File: src/rtl/axi_addr_queue_splitter.sv
// ============================================================================
// Module   : axi_addr_queue_splitter
// Purpose  : AXI address-channel (AW or AR) request queue. Holds DEPTH
//            {id, addr, len, size, burst} requests behind a valid/ready port.
//            When SPLIT_EN=1, it breaks INCR bursts longer than MAX_BEATS
//            into consecutive fragments of at most MAX_BEATS beats.
//            m_split_last marks the final fragment of each original request,
//            so response logic downstream can merge the split responses.
// Ports    : clk, rstnn (async active-low), clear (sync flush), enable
//            s_a*      : upstream request channel (valid/ready)
//            m_a*      : downstream fragment channel (valid/ready)
//            m_split_last : fragment is the final one of its request
//            occupancy / empty / full : registered FIFO status
// Revision : 1.0 - initial release
// ============================================================================
`default_nettype none

`ifndef BW_AXI_ALEN
`define BW_AXI_ALEN 8
`endif
`ifndef BW_AXI_ASIZE
`define BW_AXI_ASIZE 3
`endif
`ifndef BW_AXI_ABURST
`define BW_AXI_ABURST 2
`endif

module axi_addr_queue_splitter #(
  parameter int BW_ADDR   = 32,
  parameter int BW_ID     = 4,
  parameter int DEPTH     = 4,
  parameter int SPLIT_EN  = 1,
  parameter int MAX_BEATS = 16
) (
  input  logic                      clk,
  input  logic                      rstnn,
  input  logic                      clear,
  input  logic                      enable,
  input  logic                      s_avalid,
  output logic                      s_aready,
  input  logic [BW_ID-1:0]          s_aid,
  input  logic [BW_ADDR-1:0]        s_aaddr,
  input  logic [`BW_AXI_ALEN-1:0]   s_alen,
  input  logic [`BW_AXI_ASIZE-1:0]  s_asize,
  input  logic [`BW_AXI_ABURST-1:0] s_aburst,
  output logic                      m_avalid,
  input  logic                      m_aready,
  output logic [BW_ID-1:0]          m_aid,
  output logic [BW_ADDR-1:0]        m_aaddr,
  output logic [`BW_AXI_ALEN-1:0]   m_alen,
  output logic [`BW_AXI_ASIZE-1:0]  m_asize,
  output logic [`BW_AXI_ABURST-1:0] m_aburst,
  output logic                      m_split_last,
  output logic [$clog2(DEPTH+1)-1:0] occupancy,
  output logic                      empty,
  output logic                      full
);

  localparam int c_ptr_w  = $clog2(DEPTH);
  localparam int c_occ_w  = $clog2(DEPTH+1);
  localparam int c_alen_w = `BW_AXI_ALEN;
  localparam logic [8:0]                  c_max_beats = 9'(MAX_BEATS);
  localparam logic [c_alen_w-1:0]         c_len_max   = c_alen_w'(MAX_BEATS - 1);
  localparam logic [c_occ_w-1:0]          c_depth     = c_occ_w'(DEPTH);
  localparam logic [`BW_AXI_ABURST-1:0]   c_incr      = `BW_AXI_ABURST'(1);
  localparam logic                        c_split_en  = (SPLIT_EN != 0);

  typedef enum logic [0:0] {
    ST_IDLE  = 1'b0,
    ST_SPLIT = 1'b1
  } state_t;

  // Request storage
  logic [BW_ID-1:0]          r_mem_id    [DEPTH];
  logic [BW_ADDR-1:0]        r_mem_addr  [DEPTH];
  logic [`BW_AXI_ALEN-1:0]   r_mem_len   [DEPTH];
  logic [`BW_AXI_ASIZE-1:0]  r_mem_size  [DEPTH];
  logic [`BW_AXI_ABURST-1:0] r_mem_burst [DEPTH];

  logic [c_ptr_w-1:0] r_wr_ptr, r_rd_ptr;
  logic [c_occ_w-1:0] r_occ, w_occ_nxt;
  logic               r_empty, r_full;

  state_t             r_state, w_state_nxt;
  logic [8:0]         r_rem, w_rem_nxt;
  logic [BW_ADDR-1:0] r_cur_addr, w_cur_addr_nxt;

  logic [BW_ID-1:0]          w_head_id;
  logic [BW_ADDR-1:0]        w_head_addr;
  logic [`BW_AXI_ALEN-1:0]   w_head_len;
  logic [`BW_AXI_ASIZE-1:0]  w_head_size;
  logic [`BW_AXI_ABURST-1:0] w_head_burst;

  logic [8:0]          w_rem;
  logic [BW_ADDR-1:0]  w_addr;
  logic [BW_ADDR-1:0]  w_addr_step;
  logic [c_alen_w-1:0] w_len_frag;
  logic                w_split;
  logic                w_push, w_fire, w_pop;

  assign w_head_id    = r_mem_id[r_rd_ptr];
  assign w_head_addr  = r_mem_addr[r_rd_ptr];
  assign w_head_len   = r_mem_len[r_rd_ptr];
  assign w_head_size  = r_mem_size[r_rd_ptr];
  assign w_head_burst = r_mem_burst[r_rd_ptr];

  // In IDLE the head is seen fresh; in SPLIT the remaining beat count and
  // running address come from the splitter registers.
  assign w_rem       = (r_state == ST_IDLE) ? ({1'b0, w_head_len} + 9'd1) : r_rem;
  assign w_addr      = (r_state == ST_IDLE) ? w_head_addr : r_cur_addr;
  assign w_addr_step = BW_ADDR'(MAX_BEATS) << w_head_size;
  assign w_len_frag  = c_alen_w'(w_rem - 9'd1);
  assign w_split     = c_split_en && (w_head_burst == c_incr) && (w_rem > c_max_beats);

  // rstnn gates ready so the port reads not-ready while reset is held.
  assign s_aready = rstnn & enable & ~clear & ~r_full;
  assign m_avalid = enable & ~clear & ~r_empty;

  assign w_push = s_avalid & s_aready;
  assign w_fire = m_avalid & m_aready;
  assign w_pop  = w_fire & ~w_split;

  // Data outputs are forced to zero whenever the queue is empty so that
  // reset (which empties the queue asynchronously) zeroes them at once.
  assign m_aid        = r_empty ? '0 : w_head_id;
  assign m_aaddr      = r_empty ? '0 : w_addr;
  assign m_alen       = r_empty ? '0 : (w_split ? c_len_max : w_len_frag);
  assign m_asize      = r_empty ? '0 : w_head_size;
  assign m_aburst     = r_empty ? '0 : w_head_burst;
  assign m_split_last = ~r_empty & ~w_split;

  assign occupancy = r_occ;
  assign empty     = r_empty;
  assign full      = r_full;

  // Splitter next-state
  always_comb begin
    w_state_nxt    = r_state;
    w_rem_nxt      = r_rem;
    w_cur_addr_nxt = r_cur_addr;
    if (w_fire) begin
      if (w_split) begin
        w_state_nxt    = ST_SPLIT;
        w_rem_nxt      = w_rem - c_max_beats;
        w_cur_addr_nxt = w_addr + w_addr_step;
      end else begin
        w_state_nxt    = ST_IDLE;
      end
    end
  end

  always_ff @(posedge clk or negedge rstnn) begin
    if (!rstnn) begin
      r_state    <= ST_IDLE;
      r_rem      <= '0;
      r_cur_addr <= '0;
    end else if (clear) begin
      r_state    <= ST_IDLE;
      r_rem      <= '0;
      r_cur_addr <= '0;
    end else begin
      r_state    <= w_state_nxt;
      r_rem      <= w_rem_nxt;
      r_cur_addr <= w_cur_addr_nxt;
    end
  end

  // FIFO bookkeeping
  always_comb begin
    w_occ_nxt = r_occ;
    case ({w_push, w_pop})
      2'b10:   w_occ_nxt = r_occ + c_occ_w'(1);
      2'b01:   w_occ_nxt = r_occ - c_occ_w'(1);
      default: w_occ_nxt = r_occ;
    endcase
  end

  always_ff @(posedge clk or negedge rstnn) begin
    if (!rstnn) begin
      r_wr_ptr <= '0;
      r_rd_ptr <= '0;
      r_occ    <= '0;
      r_empty  <= 1'b1;
      r_full   <= 1'b0;
    end else if (clear) begin
      r_wr_ptr <= '0;
      r_rd_ptr <= '0;
      r_occ    <= '0;
      r_empty  <= 1'b1;
      r_full   <= 1'b0;
    end else begin
      if (w_push) r_wr_ptr <= r_wr_ptr + c_ptr_w'(1);
      if (w_pop)  r_rd_ptr <= r_rd_ptr + c_ptr_w'(1);
      r_occ   <= w_occ_nxt;
      r_empty <= (w_occ_nxt == '0);
      r_full  <= (w_occ_nxt == c_depth);
    end
  end

  // Storage needs no reset: contents are only observed when not empty.
  always_ff @(posedge clk) begin
    if (w_push) begin
      r_mem_id[r_wr_ptr]    <= s_aid;
      r_mem_addr[r_wr_ptr]  <= s_aaddr;
      r_mem_len[r_wr_ptr]   <= s_alen;
      r_mem_size[r_wr_ptr]  <= s_asize;
      r_mem_burst[r_wr_ptr] <= s_aburst;
    end
  end

endmodule

`default_nettype wire

File: config.mk
export PLATFORM = sky130hd
export DESIGN_NAME = axi_addr_queue_splitter
export DESIGN_NICKNAME = d
export VERILOG_FILES = /design/src/rtl/axi_addr_queue_splitter.sv
export SDC_FILE = /design/constraint.sdc
export NUM_CORES = 1
export LEC_CHECK = 0
export BUFFER_PORTS_ARGS = -buffer_cell sky130_fd_sc_hd__buf_4
export CAP_MARGIN = 20
export CORE_MARGIN = 2
export CORE_UTILIZATION = 60
export DETAILED_ROUTE_END_ITERATION = 10
export PLACE_DENSITY = 0.87
export SYNTH_ARGS = -nofsm -noshare
export SYNTH_HDL_FRONTEND = slang
export SYNTH_SLANG_ARGS = --single-unit
File: constraint.sdc
create_clock -name clk -period 6.95 [get_ports clk]
set_input_delay 0.3475 -clock clk [delete_from_list [all_inputs] [get_ports clk]]
set_output_delay 0.3475 -clock clk [all_outputs]
set_load 0.01 [all_outputs]
==> results.txt <==
TritonCTS clock tree -> yes
Post-Layout Cell Count -> 1,112
Reg clk slew, reported paths -> 0.06 ns
DP Wirelength -> 14.4 mm
Top post-synthesis cells by area -> edfxtp_1, dfrtp_1, mux4_2
Grt peak-use layer -> met2
Inst Count DP -> 1,065
CTS max path bufs -> 3
Max incr delay on CP -> 0.68 ns
Residual DRC -> 0
RSZ-0062 raised after global routing -> no
Crit end category -> flip-flop
Hold Violations, Final -> 0
GR Overflow Total -> 0
Area of the core -> 18,600 um^2
Clock latency on the worst-skew pair -> 0.51 ns
ANT cells -> 0
Total power draw -> 2.97 mW
H-tree depth -> 1
VDD IR max -> 0.200 mV
Ys async rst share -> 20.6%
P_leak -> 5.23 nW
Tcrit/Tclk final -> 71.9%
Wire per inst -> 21.1 um
Met3 usage -> 3.41%
Final nets -> 935
Min-delay worst type -> input pin to flip-flop
Area Overhead vs Synth -> 15.5%
Syn Nets -> 826
Part of the Yosys area used for sequential elements -> 63.0%
Met2 Resource Use GR -> 40.8%
PD cells -> 226 nW/um^2
Crit path cell chain -> mux4_1 > ha_1 > nand2b_1 > o22ai_1 > a211o_1 > nand3_1 > inv_1 > ha_1 > and3_1 > a211o_1 > a22oi_1 > inv_1 > ha_1 > fa_1 > xnor2_1 > or3_1 > a21oi_1 > and2_1
Initial antenna violation count -> 0
Cell with the most instances after synthesis -> edfxtp_1
Num CTS Buffers -> 25
Worst Setup Start Kind -> flip-flop
Outcome -> finished clean
Detail Route Antenna Nets -> 0
Post-synth top area share -> 51.7%
Num Clock Sinks -> 247
Pre-Repair DR Iteration Count -> 6
Fin Clk Skew -> 0.0103 ns
Hold Slack -> 0.0360 ns
Setup TNS -> 0 ns
Die Ht -> 142 um
Via Count -> 6,732
Floorplan row count -> 50
GRT Total Usage -> 23.8%
Final instance area -> 13,100 um^2
Synth Warn # -> 0
Largest net degree at the start of global routing -> 55
Cells after Synth -> 751
Fin crit period -> 5.00 ns
Max Cap Viol -> 0
WP data required -> 7.40 ns
Starting DRT DRC Count -> 459
Vias in the first global route -> 7,112
I/O pin count -> 112
Worst Tran Pin Value -> 1.03 ns
Max Clock Freq -> 200 MHz
CTS root buf -> clkbuf_16
Number of flops mapped to enable cells by yosys -> 196
DR vias/cell -> 6.05
Met1 Use GR -> 31.6%
Final setup margin -> 1.95 ns
Slowest CP cell -> mux4_1
Placed cell area -> 12,400 um^2
Routability cong. -> 0.861
Setup-failing EPs final -> 0
Cell family with most CP delay -> compound AO/OA/AOI/OAI gates
Layout cell share with drive strength beyond 1 -> 25.1%
Top FF cell, synth -> edfxtp_1
Die X -> 142 um
CP Class -> flip-flop to flip-flop
Number of buffers added on ports -> 111
Synth unique cells -> 58
Routed wire length -> 23.5 mm
Worst Path Arrival -> 5.45 ns
Setup WS pre-CTS -> 1.99 ns
Buffer and inverter count on the worst path -> 2
Die Footprint -> 20,100 um^2
Pins Over Slew Limit -> 0
Post-synth top cells -> edfxtp_1, mux2i_1, dfrtp_1
Synth Register Bits -> 247
First-pass GRT wire length -> 37.3 mm
Worst rel slew slack -> 31.6%
Mapped Area -> 11,400 um^2
Largest area contributor in the netlist -> edfxtp_1
Critical path's most frequent cell -> ha_1
Initial Utilization -> 61.0%
Final core occ -> 70.5%
Worst-path fanout max -> 21
Synth Area per Inst -> 15.2 um^2
==> report_power, final <==
group          total [mW]  internal [mW]  switching [mW]
Sequential           1.61           1.61         0.00467
Clock                1.22          0.694           0.528
Combinational       0.140         0.0631          0.0766
Total                2.97           2.36           0.609
==> cells in the final DEF (no fill, tap or decap), types with 25 or more instances in the layout <==
master     count
edfxtp_1     196
buf_4        119
mux2i_1       67
nand2b_1      49
dfrtp_1       48
mux4_2        46
nand2_1       44
nor2_1        44
xnor2_1       25
clkbuf_16     25
==> routing by layer <==
| metal | share of wire (%) | vias up |
|---|---|---|
| li1 | - | 3032 |
| met1 | 42 | 3447 |
| met2 | 51 | 202 |
| met3 | 5.0 | 51 |
| met4 | 2.6 | 0 |
| met5 | 0 | - |
==> layout make-up <==
type | instances | area, um^2
Timing Repair Buffer | 121 | 923
Clock inverter | 9 | 45.0
Multi-Input combinational cell | 451 | 3960
Sequential cell | 247 | 7170
Tap cell | 234 | 293
Clock buffer | 36 | 697
Fill cell | 1207 | 5500
Inverter | 14 | 52.6
==> cells by family (layout without fill, tap and decap cells) <==
kind of cell | Yosys count | count (layout) | synth area share [%]
AO/OA/AOI/OAI | 59 | 59 | 3.49
XOR/XNOR | 38 | 38 | 2.93
adder cells (fa/ha/maj) | 20 | 20 | 2.33
buffers and inverters | 53 | 180 | 2.27
flip-flops | 247 | 247 | 63.0
multiplexers | 120 | 120 | 16.0
AND/OR/NAND/NOR | 214 | 214 | 10.1
==> sequential cells by signal (all words and copies together) (netlist names), 2 cells and up <==
signal,flops
r_mem_size,12
r_cur_addr,32
r_rd_ptr,2
r_mem_burst,8
occupancy,3
r_mem_addr,128
r_mem_len,32
r_wr_ptr,2
r_rem,9
r_mem_id,16
==> path summary, 6_finish.rpt <==
path                       slack, ns                end        start  cells after the start
min in group asynchronous       0.42           r_rem[4]        rstnn                      2
hold reg to reg                 0.55           r_rem[7]     r_rem[7]                      2
setup / recovery                1.95               full  r_rd_ptr[0]                     18
hold / removal                  0.04  r_mem_addr[3][26]  s_aaddr[26]                      1
setup reg to reg                1.95               full  r_rd_ptr[0]                     18
max in group asynchronous       6.01        r_rd_ptr[0]        rstnn                      2
==> timing repair <==
item | 4_1_cts | 5_1_grt
hold endpoints to repair | 50 | 0
hold buffers | 1 | 0
resized for setup | 0 | 0
buffers inserted | 0 | 0
setup endpoints to repair | 0 | 0
(Power assumes the default switching activity.)
